==> config.mk <==
export PLATFORM = sky130hd
export DESIGN_NAME = aes_round_ctrl
export DESIGN_NICKNAME = d
export VERILOG_FILES = /design/src/rtl/aes_pkg.sv /design/src/rtl/typeAES.sv /design/src/rtl/aes_round_ctrl.sv
export SDC_FILE = /design/constraint.sdc
export NUM_CORES = 1
export LEC_CHECK = 0
export CORE_MARGIN = 3
export CORE_UTILIZATION = 25
export CTS_CLUSTER_DIAMETER = 80
export CTS_CLUSTER_SIZE = 24
export DETAILED_ROUTE_END_ITERATION = 7
export HOLD_SLACK_MARGIN = 0.12
export MAX_ROUTING_LAYER = met4
export PLACE_DENSITY_LB_ADDON = 0.05
export SLEW_MARGIN = 0
export SYNTH_ARGS = -nofsm -noshare
export SYNTH_HDL_FRONTEND = slang
export SYNTH_SLANG_ARGS = --single-unit
==> constraint.sdc <==
create_clock -name clk_i -period 1.8 [get_ports clk_i]
set_input_delay 0.27 -clock clk_i [delete_from_list [all_inputs] [get_ports clk_i]]
set_output_delay 0.27 -clock clk_i [all_outputs]
set_load 0.03 [all_outputs]
==> src/rtl/aes_pkg.sv <==
// rtl/aes_pkg.sv - shared encodings, state enum and key-size constants for the AES round controller
package aes_pkg;

    localparam logic [1:0] AES_128     = 2'b00;
    localparam logic [1:0] AES_192     = 2'b01;
    localparam logic [1:0] AES_256     = 2'b10;
    localparam logic [1:0] AES_INVALID = 2'b11;

    localparam logic [3:0] NK_128 = 4'd4;
    localparam logic [3:0] NK_192 = 4'd6;
    localparam logic [3:0] NK_256 = 4'd8;
    localparam logic [3:0] NR_128 = 4'd10;
    localparam logic [3:0] NR_192 = 4'd12;
    localparam logic [3:0] NR_256 = 4'd14;

    localparam logic [7:0] XTIME_POLY = 8'h1B;

    typedef enum logic [2:0] {
        ST_IDLE,
        ST_KEYEXP,
        ST_INIT,
        ST_ROUND,
        ST_FINAL,
        ST_DONE
    } state_t;

    // Key length in 32-bit words; the invalid code falls back to AES-128 values
    function automatic logic [3:0] nk_of(input logic [1:0] sel);
        case (sel)
            AES_192: return NK_192;
            AES_256: return NK_256;
            default: return NK_128;
        endcase
    endfunction

    // Number of rounds for a key-size select
    function automatic logic [3:0] nr_of(input logic [1:0] sel);
        case (sel)
            AES_192: return NR_192;
            AES_256: return NR_256;
            default: return NR_128;
        endcase
    endfunction

    // Multiply by x in GF(2^8): next round constant
    function automatic logic [7:0] xtime(input logic [7:0] b);
        return {b[6:0], 1'b0} ^ (b[7] ? XTIME_POLY : 8'h00);
    endfunction

endpackage

==> src/rtl/typeAES.sv <==
// rtl/typeAES.sv - decodes a key-size select into Nk (key words) and Nr (rounds)
module typeAES
    import aes_pkg::*;
(
    input  logic [1:0] i_sel,
    output logic [3:0] o_nk,
    output logic [3:0] o_nr
);

    // Pure table lookup on the select
    always_comb begin
        o_nk = nk_of(i_sel);
        o_nr = nr_of(i_sel);
    end

endmodule

==> src/rtl/aes_round_ctrl.sv <==
// rtl/aes_round_ctrl.sv - sequences key expansion and round strobes for the AES datapath
module aes_round_ctrl
    import aes_pkg::*;
#(
    parameter int KIDX_W = 6
) (
    input  logic              clk_i,
    input  logic              rst_i,
    input  logic [1:0]        sel_i,
    input  logic              start_i,
    input  logic              ack_i,
    output logic              ready_o,
    output logic              err_o,
    output logic              kexp_en_o,
    output logic [KIDX_W-1:0] kexp_idx_o,
    output logic              kexp_rot_o,
    output logic              kexp_sub_o,
    output logic [7:0]        rcon_o,
    output logic              load_o,
    output logic [3:0]        round_o,
    output logic              sub_shift_en_o,
    output logic              mix_en_o,
    output logic              ark_en_o,
    output logic              done_o
);

    state_t            r_state;
    logic [1:0]        r_sel;
    logic [KIDX_W-1:0] r_i;
    logic [2:0]        r_j;
    logic [7:0]        r_rcon;
    logic [3:0]        r_round;
    logic              r_err;

    logic [3:0]        w_nk;
    logic [3:0]        w_nr;
    logic [KIDX_W-1:0] w_last_idx;
    logic              w_j_last;
    logic              w_in_keyexp;
    logic              w_in_rounds;

    typeAES u_type (
        .i_sel (r_sel),
        .o_nk  (w_nk),
        .o_nr  (w_nr)
    );

    // Last key word index is 4*(Nr+1)-1; j wraps at Nk-1 so i mod Nk needs no divider
    assign w_last_idx  = ((KIDX_W'(w_nr) + KIDX_W'(1)) << 2) - KIDX_W'(1);
    assign w_j_last    = (r_j == 3'(w_nk - 4'd1));
    assign w_in_keyexp = (r_state == ST_KEYEXP);
    assign w_in_rounds = (r_state == ST_INIT) || (r_state == ST_ROUND) || (r_state == ST_FINAL);

    // Controller FSM with its word, rcon and round counters
    always_ff @(posedge clk_i) begin
        if (rst_i) begin
            r_state <= ST_IDLE;
            r_sel   <= AES_128;
            r_i     <= '0;
            r_j     <= '0;
            r_rcon  <= '0;
            r_round <= '0;
            r_err   <= 1'b0;
        end else begin
            r_err <= 1'b0;
            case (r_state)
                ST_IDLE: begin
                    if (start_i) begin
                        if (sel_i == AES_INVALID) begin
                            r_err <= 1'b1;
                        end else begin
                            r_sel   <= sel_i;
                            r_i     <= KIDX_W'(nk_of(sel_i));
                            r_j     <= '0;
                            r_rcon  <= 8'h01;
                            r_state <= ST_KEYEXP;
                        end
                    end
                end
                ST_KEYEXP: begin
                    r_i <= r_i + KIDX_W'(1);
                    r_j <= w_j_last ? 3'd0 : r_j + 3'd1;
                    if (r_j == 3'd0) begin
                        r_rcon <= xtime(r_rcon);
                    end
                    if (r_i == w_last_idx) begin
                        r_round <= 4'd0;
                        r_state <= ST_INIT;
                    end
                end
                ST_INIT: begin
                    r_round <= 4'd1;
                    r_state <= ST_ROUND;
                end
                ST_ROUND: begin
                    if (r_round == w_nr - 4'd1) begin
                        r_round <= w_nr;
                        r_state <= ST_FINAL;
                    end else begin
                        r_round <= r_round + 4'd1;
                    end
                end
                ST_FINAL: begin
                    r_round <= 4'd0;
                    r_state <= ST_DONE;
                end
                ST_DONE: begin
                    if (ack_i) begin
                        r_state <= ST_IDLE;
                    end
                end
                default: r_state <= ST_IDLE;
            endcase
        end
    end

    assign ready_o        = (r_state == ST_IDLE);
    assign err_o          = r_err;
    assign kexp_en_o      = w_in_keyexp;
    assign kexp_idx_o     = w_in_keyexp ? r_i : '0;
    assign kexp_rot_o     = w_in_keyexp && (r_j == 3'd0);
    assign kexp_sub_o     = w_in_keyexp && (w_nk == NK_256) && (r_j == 3'd4);
    assign rcon_o         = w_in_keyexp ? r_rcon : 8'h00;
    assign load_o         = (r_state == ST_INIT);
    assign round_o        = w_in_rounds ? r_round : 4'd0;
    assign sub_shift_en_o = (r_state == ST_ROUND) || (r_state == ST_FINAL);
    assign mix_en_o       = (r_state == ST_ROUND);
    assign ark_en_o       = w_in_rounds;
    assign done_o         = (r_state == ST_DONE);

endmodule
### Yosys cells after proc, flatten, opt, wreduce, memory -nomap -nowiden

Cells that the tools add are included.

* add/subtract/negate cells: 7
* $mul: 0
* divide/modulo/power cells: 0
* $lt $le $gt $ge: 0
* eq/ne operators: 21
* shifts and indexed selects: 0
* multiplexer cells: 28
* bitwise operators: 4
* reductions and logical operators: 16

Operator list (number)
* 8-bit 2-to-1 mux: 4
* 3-bit 2-to-1 mux: 8
* 6-bit 2-to-1 mux: 3
* 3-bit one-hot mux with 6 select lines: 1
* 4-bit one-hot mux with 2 select lines: 2
* 4-bit one-hot mux with 4 select lines: 1
* 8-bit one-hot mux with 2 select lines: 1
* 4-bit 2-to-1 mux: 3
* 3-bit one-hot mux with 2 select lines: 2
* 6-bit one-hot mux with 2 select lines: 1
* 3-bit equality test (second input constant): 3
* 4-bit by 1-bit adder with 4-bit output (second input constant): 2
* 8-bit by 5-bit XOR with 8-bit output: 1
* 6-bit by 1-bit adder with 6-bit output (second input constant): 1
* 2-bit equality test (second input constant): 3
* 3-bit by 2-bit equality test with 1-bit output (second input constant): 2
* 6-bit equality test: 1
* 3-bit logical NOT: 2
* 2-bit by 1-bit != test with 1-bit output (second input constant): 3
* 2-bit != test (second input constant): 3
* 3-bit AND reduction: 2
* 6-bit by 1-bit subtractor with 6-bit output (second input constant): 1
* 5-bit 2-to-1 mux: 1
* 5-bit AND reduction: 1
* other kinds (17): 24

* register bits after elaboration: 27
* bits in latches: 0
* RAM bits: 0
* memory bits (read-only): 0
* input port bits: 6
* word-level logic and storage cells: 83
* memories: 0

### Depth between registers and ports, before layout

Gate-level depths: netlist of run 1.

* depth after elaboration: 7
* depth in mapped cells: 7
* gate-level depth less buffers: 6

### Modules after synthesis

Synthesis of run 1 repeated with hierarchy kept, for this count alone.

* cells, all modules: 235
* area, all modules: 1925.6 um^2

Modules (own cells, without submodules)
* aes_round_ctrl: instances 1, cells an instance 221, area each 1826.8 um^2, sequential area each 540.5 um^2
* typeAES: instances 1, cells an instance 14, area each 98.8 um^2, sequential area each 0.0 um^2

### Worst setup path before layout of run 1

OpenSTA, ideal clock, no wires.

* path kind: reg2out
* start point: reg r_state[0]
* end point: out kexp_idx_o[0]
* arrival time: 1.575 ns
* required time: 1.530 ns
* path slack: -0.045 ns
* stages on the path, launching flop included: 6
* path buffers: 2
* path through: dfxtp_1 or3b_1 buf_6 inv_6 buf_2 and2_1

* word-level cells in the longest chain between the ends: 2

RTL lines
* start, declared: RTL line aes_round_ctrl.sv:27 `state_t r_state;`
* start signal, assigned: RTL line aes_round_ctrl.sv:57 `r_state <= ST_IDLE;`
* start signal, assigned: RTL line aes_round_ctrl.sv:76 `r_state <= ST_KEYEXP;`
* start signal, assigned: RTL line aes_round_ctrl.sv:88 `r_state <= ST_INIT;`
* 3-bit by 1-bit equality test with 1-bit output: RTL line aes_round_ctrl.sv:51 `assign w_in_keyexp = (r_state == ST_KEYEXP);`
* net kexp_en_o: RTL line aes_round_ctrl.sv:14 `output logic kexp_en_o,`
* 6-bit 2-to-1 mux: RTL line aes_round_ctrl.sv:120 `assign kexp_idx_o = w_in_keyexp ? r_i : '0;`
* end, declared: RTL line aes_round_ctrl.sv:15 `output logic [KIDX_W-1:0] kexp_idx_o,`

The timed path passes the listed nets, and every way through them passes these cells.

### Worst setup path after layout of run 1

* start point: reg r_state[1]
* end point: out kexp_idx_o[3]

* word-level cells in the longest chain between the ends: 2

RTL lines (RTL line)
* 3-bit by 1-bit equality test with 1-bit output: aes_round_ctrl.sv:51
* 6-bit 2-to-1 mux: aes_round_ctrl.sv:120

Every way passes these cells.

==> flow_metrics.env, run 1 <==
export IMPL_clockPowerShare_pct=12.5
export IMPL_syn_inst=208
export IMPL_routed_wl_um=5010
export IMPL_grt_pass1_wl_um=8210
export IMPL_worstReg2RegStart="r_state[1]"
export IMPL_violations="setup timing"
export IMPL_post_route_period_util_pct=102
export IMPL_fp_dieW_um=88.2
export IMPL_worstPathCellList="or3b_4, inv_8, buf_12, and2_4, buf_6"
export IMPL_area_delta_synth_final_pct=45.4
export IMPL_synth_area_sq_um=1690
export IMPL_hold_start="r_rcon[4]"
export IMPL_cts_made_buffers=3
export IMPL_crit_type="flip-flop to primary output"
export IMPL_swShare_pct=42.3
export IMPL_dp_hpwl_um=3630
export IMPL_ys_flop_type="dfxtp_1"
export IMPL_maxSlewViolCount=0
export IMPL_status="complete, but fails checks"
export IMPL_io_buffers=33
export IMPL_yosysTopAreaCell="dfxtp_1"
export IMPL_setup_violations=12
export IMPL_finalHoldViolations=0
export IMPL_required_ns=1.53
export IMPL_critical_path_startpoint="r_state[1]"
export IMPL_grtUsageTotal_pct=13.8
export IMPL_fp_row_count=29
export IMPL_drtAntennaViolNets=0
export IMPL_die_y_um=88.2
export IMPL_cts_hold_buf=0
export IMPL_gp_congestion=0.813
export IMPL_num_nets_final=281
export IMPL_avgViaCountPerCell=4.83
export IMPL_htree_levels=1
export IMPL_total_power_uw=2840
export IMPL_seqPwrFrac_pct=27.3
export IMPL_grt_pass1_vias=1636
export IMPL_power_internal_uw=1640
export IMPL_cpPeakStageDelay_ns=0.46
export IMPL_fin_ws_ns=-0.0406
export IMPL_path_buf_inv=3
export IMPL_antennaDiodeCount=0
export IMPL_yosysMostFrequentCell="dfxtp_1"
export IMPL_drc_errors=0
export IMPL_netlist_area_leader_share_pct=32.0
export IMPL_vias=1666
export IMPL_firstDrtPassIters=4
export IMPL_power_frac_comb_pct=60.1
export IMPL_clk_pin_slew_ns=0.10
export IMPL_max_clock_path_buffers=2
export IMPL_cts_sinks=27
export IMPL_cap_violations=0
export IMPL_cp_end_kind="primary output"
export IMPL_core_area_sq_um=6460
export IMPL_drt_initial_drc_count=50
export IMPL_cp_endpoint="kexp_idx_o[3]"
export IMPL_yosys_top_cells_area="dfxtp_1, xor2_1, and2_1"
export IMPL_drive_gt1_share_pct=35.1
export IMPL_clock_fmax_ghz=0.543
export IMPL_reg2reg_to="r_sel[0]"
export IMPL_synthesis_nets=220
export IMPL_synth_distinct_cells=47
export IMPL_synth_edf_count=0
export IMPL_wl_per_cell_um=14.5
export IMPL_fin_skew_ns=0.00663
export IMPL_worst_path_max_delay_cell="or3b_4"
export IMPL_die_area_sq_um=7770
export IMPL_grt_max_degree=23
export IMPL_startpoint_type="flip-flop"
export IMPL_hp_class="flip-flop to flip-flop"
export IMPL_worst_pin_slew_ns=0.442
export IMPL_ys_seq_area_share_pct=32.0
export IMPL_powerDensity_nw_per_um2=1160
export IMPL_slew_headroom_pct=70.2
export IMPL_p_leak_uw=0.00104
export IMPL_cp_num_cells=5
export IMPL_cts_tree="yes"
export IMPL_fill_cells=695
export IMPL_avgSynthCellArea_sq_um=8.11
export IMPL_cts_root_buf="clkbuf_8"
export IMPL_max_vdd_ir_drop_uv=399
export IMPL_regToRegSetupSlack_ns=0.09
export IMPL_netSwitchingPower_uw=1200
export IMPL_async_reset_ff_share_pct=0
export IMPL_yosysWarningCount=0
export IMPL_worstPathArrival_ns=1.57
export IMPL_insertion_delay_ns=0.28
export IMPL_antenna_found_initial=0
export IMPL_ff2ff_path_depth=5
export IMPL_synth_common_cells="dfxtp_1, nor2_1, nand3_1"
export IMPL_grt_ovfl_total=0
export IMPL_post_route_util_pct=38.0
export IMPL_layout_min_cycle_time_ns=1.84
export IMPL_start_util_pct=26.1
export IMPL_io_pins=34
export IMPL_path_max_fanout=8
export IMPL_ys_ff_latch=27
export IMPL_crit_family="simple AND/OR/NAND/NOR gates"
export IMPL_rsz0062_at_grt="yes"
registers in the layout, summed over array words and instances (netlist names):
signal and count:
r_state 3, err_o 1, r_rcon 8, r_sel 2, r_round 4, r_i 6, r_j 3
area by class of cell:
class	instances	area, sq um	area share [%]
clock buffers	3	41.3	1.68
repair inverters	1	6.26	0.255
repair buffers	66	604	24.6
multi-input cells	158	1100	44.9
clock inverters	1	5.00	0.204
flip-flops and latches	27	547	22.3
inverters	12	52.6	2.14
well taps	77	96.3	3.93
layer usage:
metal,GRT usage (%),routed length (um)
met4,3.85,29
met3,1.41,108
met5,-,0
met1,19.0,2540
met2,21.5,2330
layout by cell type, fill, tap and decap left out, types with 3 or more instances in the layout:
master / instances
a21oi_1: 13
a31oi_1: 5
and2_4: 13
buf_4: 39
buf_6: 17
clkbuf_8: 3
clkdlybuf4s50_1: 6
dfxtp_1: 24
ha_1: 5
inv_1: 10
nand2_1: 7
nand3_1: 14
nand3b_1: 3
nand4_1: 5
nor2_1: 13
nor2b_1: 6
nor3_1: 8
o2111ai_1: 3
o211ai_1: 3
o21ai_0: 12
xor2_1: 10
worst register-to-register path: cells and delay by family (launching register included):
kind            cells  cell delay, ns
buf+inv             2            0.31
flops               1            0.36
compound gates      1            0.20
simple gates        2            0.77
worst min-delay path by stage:
| stage | to | slack (ns) | depth (start not counted) |
|---|---|---|---|
| floorplan | err_o | 0.42 | 2 |
| global placement | r_rcon[4] | 0.47 | 2 |
| detailed placement | r_rcon[1] | 0.47 | 2 |
| CTS | r_rcon[1] | 0.49 | 2 |
| global route | r_rcon[4] | 0.50 | 2 |
| finish | r_rcon[4] | 0.48 | 2 |
kinds of logic after synthesis:
| group | share of synthesized area, % |
|---|---|
| xor+xnor | 6.23 |
| simple gates | 31.4 |
| buf+inv | 7.12 |
| fa+ha+maj | 4.45 |
| compound gates | 18.8 |
| flops | 32.0 |
power groups by stage:
stage | combinational [uW] | sequential, uW | clock [uW]
after CTS | 1590 | 771 | 383
final | 1710 | 777 | 357
after global routing | 1860 | 789 | 399
after global placement | 1470 | 791 | 0
after floorplan | 866 | 780 | 0
after detailed placement | 1460 | 786 | 0
per-stage QoR:
stage / worst slack [ns] / hold slack (ns) / cell area, sq um / instances / setup TNS [ns]
finish: -0.0406 / 0.485 / 2450 / 345 / -0.347
global route: -0.0971 / 0.498 / 2450 / 345 / -1.33
CTS: -0.0589 / 0.487 / 2350 / 342 / -0.565
detailed placement: -0.106 / 0.467 / 2210 / 333 / -0.250
global placement: -0.0859 / 0.466 / 2210 / 333 / -0.199
floorplan: 0.0171 / 0.419 / 1700 / 208 / 0
what timing repair did:
item | in CTS | in global routing
setup endpoints to repair | 21 | 39
buffers inserted | 4 | 3
pin swaps | 4 | 1
gates cloned | 1 | 0
resized for setup | 24 | 26
No activity file was read; power rests on OpenSTA's default activity.
==> run 2, diff against run 1 <==
- DONT_BUFFER_PORTS: not set -> 1
==> run 2 against run 1 <==
Effect of this change: the flow now finishes without violations; sequential power barely moved; clock-buffer cell count unchanged; non-clock buffer count down 36; register-to-register slack better by 0.02 ns; wire length shrank 2.4%; clock skew is 0.0014 ns higher; utilization down 5.7 points; power is 11% lower; fmax grew 2.9%; first-iteration DRC count increased by 30%.
==> flow_metrics.env, run 2 (synthesis results as in run 1) <==
export IMPL_status="completed"
export IMPL_clk_pin_slew_ns=0.10
export IMPL_cp_end_kind="primary output"
export IMPL_required_ns=1.53
export IMPL_post_route_util_pct=32.3
export IMPL_grt_pass1_wl_um=7830
export IMPL_fp_row_count=29
export IMPL_dp_cells=298
export IMPL_setup_violations=0
export IMPL_swShare_pct=45.0
export IMPL_rsz0062_at_grt="yes"
export IMPL_fill_cells=693
export IMPL_largest_reg_flops=8
export IMPL_firstDrtPassIters=4
export IMPL_cts_root_buf="clkbuf_8"
export IMPL_area_delta_synth_final_pct=23.7
export IMPL_drive_gt1_share_pct=26.0
export IMPL_die_area_sq_um=7770
export IMPL_worst_pin_slew_ns=0.834
export IMPL_layout_min_cycle_time_ns=1.79
export IMPL_routed_wl_um=4890
export IMPL_vias=1572
export IMPL_antenna_found_initial=0
export IMPL_cts_sinks=27
export IMPL_grt_max_degree=20
export IMPL_multi_input_area_sq_um=1090
export IMPL_whs_ns=0.157
export IMPL_power_internal_uw=1390
export IMPL_cts_made_buffers=3
export IMPL_maxSlewViolCount=0
export IMPL_post_route_period_util_pct=99.3
export IMPL_htree_levels=1
export IMPL_fin_skew_ns=0.00798
export IMPL_worstPathArrival_ns=1.52
export IMPL_seqPwrFrac_pct=30.7
export IMPL_dp_hpwl_um=3550
export IMPL_finalHoldViolations=0
export IMPL_avgViaCountPerCell=5.10
export IMPL_wl_per_cell_um=15.9
export IMPL_powerDensity_nw_per_um2=1210
export IMPL_io_pins=34
export IMPL_cap_violations=0
export IMPL_num_nets_final=244
export IMPL_hp_class="primary input to flip-flop"
export IMPL_grtUsageTotal_pct=13.3
export IMPL_die_y_um=88.2
export IMPL_path_max_fanout=14
export IMPL_drtAntennaViolNets=0
export IMPL_seqCellArea_sq_um=543
export IMPL_io_buffers=0
export IMPL_layout_commonest_cell="dfxtp_1"
export IMPL_startpoint_type="flip-flop"
export IMPL_antennaDiodeCount=0
export IMPL_final_cell_mix="dfxtp_1, buf_4, nand3_1"
export IMPL_core_area_sq_um=6460
export IMPL_grt_ovfl_total=0
export IMPL_layoutNonFillerInstCount=308
export IMPL_start_util_pct=26.1
export IMPL_crit_type="flip-flop to primary output"
export IMPL_reg_top3="r_rcon (8), r_i (6), r_round (4)"
export IMPL_p_leak_uw=0.000831
export IMPL_cts_tree="yes"
export IMPL_clockPowerShare_pct=15.1
export IMPL_insertion_delay_ns=0.28
export IMPL_drc_errors=0
export IMPL_max_clock_path_buffers=2
export IMPL_slew_headroom_pct=44.2
export IMPL_clock_fmax_ghz=0.559
export IMPL_netSwitchingPower_uw=1130
export IMPL_regMostFlops="r_rcon"
export IMPL_regToRegSetupSlack_ns=0.11
export IMPL_fp_dieW_um=88.2
export IMPL_grt_pass1_vias=1547
export IMPL_drt_initial_drc_count=65
export IMPL_gp_congestion=0.851
export IMPL_max_vdd_ir_drop_uv=421
export IMPL_power_frac_comb_pct=54.2
-- run 2: metrics by stage --
stage | TNS (ns) | power [uW] | setup WS (ns) | cell area [sq um]
2_1_floorplan | 0 | 1650 | 0.0171 | 1700
3_3_place_gp | 0 | 1980 | 0.147 | 1920
3_5_place_dp | 0 | 1990 | 0.144 | 1920
4_1_cts | -0.00663 | 2500 | -0.00581 | 2050
5_1_grt | -0.188 | 2680 | -0.0395 | 2090
6_report | 0 | 2520 | 0.0120 | 2090
-- run 2: power by group through the flow --
stage | Clock, uW | Sequential [uW] | Combinational, uW
after global placement | 0 | 782 | 1190
after CTS | 387 | 773 | 1340
final | 380 | 774 | 1370
after global routing | 408 | 788 | 1480
after floorplan | 0 | 780 | 866
after detailed placement | 0 | 785 | 1210
-- run 2: path summary, 6_finish.rpt --
check             startpoint  cells after the start    endpoint
hold reg to reg    r_rcon[5]                      2   r_rcon[5]
setup reg to reg  r_state[2]                      4    r_sel[0]
hold / removal         rst_i                      3  r_state[1]
setup / recovery  r_state[2]                      4  kexp_sub_o
-- run 2: final cells by class --
type                            instances  area share [%]
Clock buffer                            3            1.98
Clock inverter                          1           0.359
Inverter                               12            2.52
Multi-Input combinational cell        158            52.1
Sequential cell                        27            26.0
Tap cell                               77            4.61
Timing Repair Buffer                   30            12.4
-- run 2: worst max-delay path, cell delays in order (launching register included) --
cell and delay, ns:
dfxtp_2 0.34, or3b_4 0.43, inv_8 0.11, and4_1 0.22, buf_6 0.13
-- run 2: routing by layer --
metal | wire length (um) | vias to the layer above | part of all wire, % | global-route usage [%]
li1 | - | 787 | - | -
met1 | 2340 | 748 | 48 | 17.2
met2 | 2340 | 35 | 48 | 21.9
met3 | 200 | 2 | 4.1 | 1.98
met4 | 14 | 0 | 0.29 | 2.88
met5 | 0 | - | 0 | -
-- run 2: what timing repair did --
action	CTS	global route
resized for setup	12	11
endpoints found under the hold margin	19	0
setup endpoints to repair	14	25
buffers inserted	5	0
hold buffers	1	0
==> run 3, diff against run 2 <==
- GPL_TIMING_DRIVEN: not set -> 0
- MAX_ROUTING_LAYER: met4 -> not set
==> run 3 against run 2 <==
Effect of this change: die area unchanged; the run now ends with setup timing left; clock power fell by 2%; global-route usage up 0.81 points; first-iteration DRC count down 26%; largest cell class unchanged; sequential power is 2% higher; utilization rose by 0.68 points; combinational power is 14% higher; fmax decreased by 4.2%; design area increased by 2.1%.
==> flow_metrics.env, run 3 (synthesis results as in run 1) <==
export IMPL_status="complete, but fails checks"
export IMPL_violations="setup timing"
export IMPL_avgViaCountPerCell=5.22
export IMPL_start_util_pct=26.1
export IMPL_reg_top3="r_rcon (8), r_i (6), r_round (4)"
export IMPL_finalHoldViolations=0
export IMPL_dr_wl_met2_um=2410
export IMPL_routed_wl_um=5210
export IMPL_met3_length_um=249
export IMPL_ff2ff_path_depth=6
export IMPL_grt_pass1_vias=1532
export IMPL_clock_fmax_ghz=0.536
export IMPL_firstDrtPassIters=4
export IMPL_max_clock_path_buffers=2
export IMPL_maxSlewViolCount=0
export IMPL_fill_cells=697
export IMPL_vias=1565
export IMPL_fin_ws_ns=-0.0657
export IMPL_core_area_sq_um=6460
export IMPL_die_y_um=88.2
export IMPL_drc_errors=0
export IMPL_cts_sinks=27
export IMPL_drive_gt1_share_pct=27.8
export IMPL_dp_hpwl_um=3690
export IMPL_cts_hold_buf=0
export IMPL_wl_per_cell_um=17.4
export IMPL_final_cell_mix="dfxtp_1, nand3_1, nor2_1, a21oi_1, and2_4"
export IMPL_path_max_fanout=6
export IMPL_drtAntennaViolNets=0
export IMPL_cp_end_kind="primary output"
export IMPL_max_vdd_ir_drop_uv=466
export IMPL_layout_commonest_cell="dfxtp_1"
export IMPL_fin_skew_ns=0.00733
export IMPL_dp_cells=285
export IMPL_cts_tree="yes"
export IMPL_fp_dieW_um=88.2
export IMPL_crit_type="flip-flop to primary output"
export IMPL_htree_levels=1
export IMPL_cts_made_buffers=3
export IMPL_die_area_sq_um=7770
export IMPL_io_pins=34
export IMPL_cap_violations=0
export IMPL_worst_pin_slew_ns=0.605
export IMPL_fin_setup_tns_ns=-0.355
export IMPL_drt_initial_drc_count=48
export IMPL_grt_pass1_wl_um=8450
export IMPL_wl_met1_um=2510
export IMPL_hp_class="primary input to flip-flop"
export IMPL_grt_max_degree=17
export IMPL_area_delta_synth_final_pct=26.3
export IMPL_highest_layer="met4"
export IMPL_layoutNonFillerInstCount=300
export IMPL_grtUsageTotal_pct=14.1
export IMPL_antenna_found_initial=0
export IMPL_worstPathArrival_ns=1.60
export IMPL_regMostFlops="r_rcon"
export IMPL_cts_root_buf="clkbuf_8"
export IMPL_layout_min_cycle_time_ns=1.87
export IMPL_io_buffers=0
export IMPL_largest_reg_flops=8
export IMPL_post_route_period_util_pct=104
export IMPL_setup_violations=7
export IMPL_antennaDiodeCount=0
export IMPL_gp_congestion=0.819
export IMPL_p_leak_uw=0.000787
export IMPL_required_ns=1.53
export IMPL_num_nets_final=236
export IMPL_fp_row_count=29
export IMPL_startpoint_type="flip-flop"
export IMPL_clk_pin_slew_ns=0.10
export IMPL_grt_ovfl_total=0
export IMPL_insertion_delay_ns=0.28
export IMPL_post_route_util_pct=33.0
export IMPL_hold_depth=3
export IMPL_slew_headroom_pct=59.7
export IMPL_rsz0062_at_grt="yes"
export IMPL_powerDensity_nw_per_um2=1280
run 3: changes by cell type in the layout (fill, tap and decap cells not counted), sizes merged:
cell | before | now
buf | 29 | 18
clkbuf | 3 | 6
a2bb2oi | 2 | 3
dlygate4sd3 | 1 | 0
run 3: path summary, 6_finish.rpt:
check | start | slack, ns | end
worst max-delay path | r_state[0] | -0.07 | kexp_idx_o[3]
worst max register to register | r_state[0] | 0.10 | r_rcon[6]
worst min register to register | r_rcon[5] | 0.49 | r_rcon[5]
worst min-delay path | rst_i | 0.15 | r_state[1]
run 3: where the power goes:
| part | switching [uW] | internal (uW) |
|---|---|---|
| combinational | 906 | 651 |
| sequential | 97.5 | 694 |
| clock | 215 | 158 |
| total | 1220 | 1500 |
run 3: repair_timing:
action                                  4_1_cts  5_1_grt
resized for setup                            38       27
endpoints found under the setup margin       34       37
pin swaps                                     5        4
buffers inserted                              9        2
cloned                                        1        1
run 3: metrics by stage:
stage               setup slack [ns]  hold WS, ns  power [uW]  area [sq um]
global route                  -0.129        0.153        2950          2130
global placement              -0.188        0.455        1910          1800
finish                       -0.0657        0.149        2720          2130
floorplan                     0.0171        0.419        1650          1700
CTS                           -0.151        0.144        2720          2050
detailed placement            -0.186        0.456        1920          1800
run 3: area by class of cell:
type | instances | area [sq um] | share of cell area, %
Multi-Input combinational cell | 159 | 1200 | 56.2
Sequential cell | 27 | 548 | 25.7
Timing Repair Buffer | 11 | 98.8 | 4.64
Clock buffer | 3 | 41.3 | 1.94
Tap cell | 77 | 96.3 | 4.52
Clock inverter | 1 | 7.51 | 0.352
Buffer | 10 | 86.3 | 4.05
Inverter | 12 | 55.1 | 2.58
run 3: critical path, stage by stage, from the launching register on:
cell     delay, ns
dfxtp_4       0.37
or3b_4        0.42
inv_8         0.10
buf_12        0.10
buf_12        0.12
and2_4        0.20
run 3: routing by layer:
metal	vias up	track usage, %
met5	-	0
met4	0	3.16
met3	4	4.05
met2	37	22.6
met1	748	18.8
li1	776	-
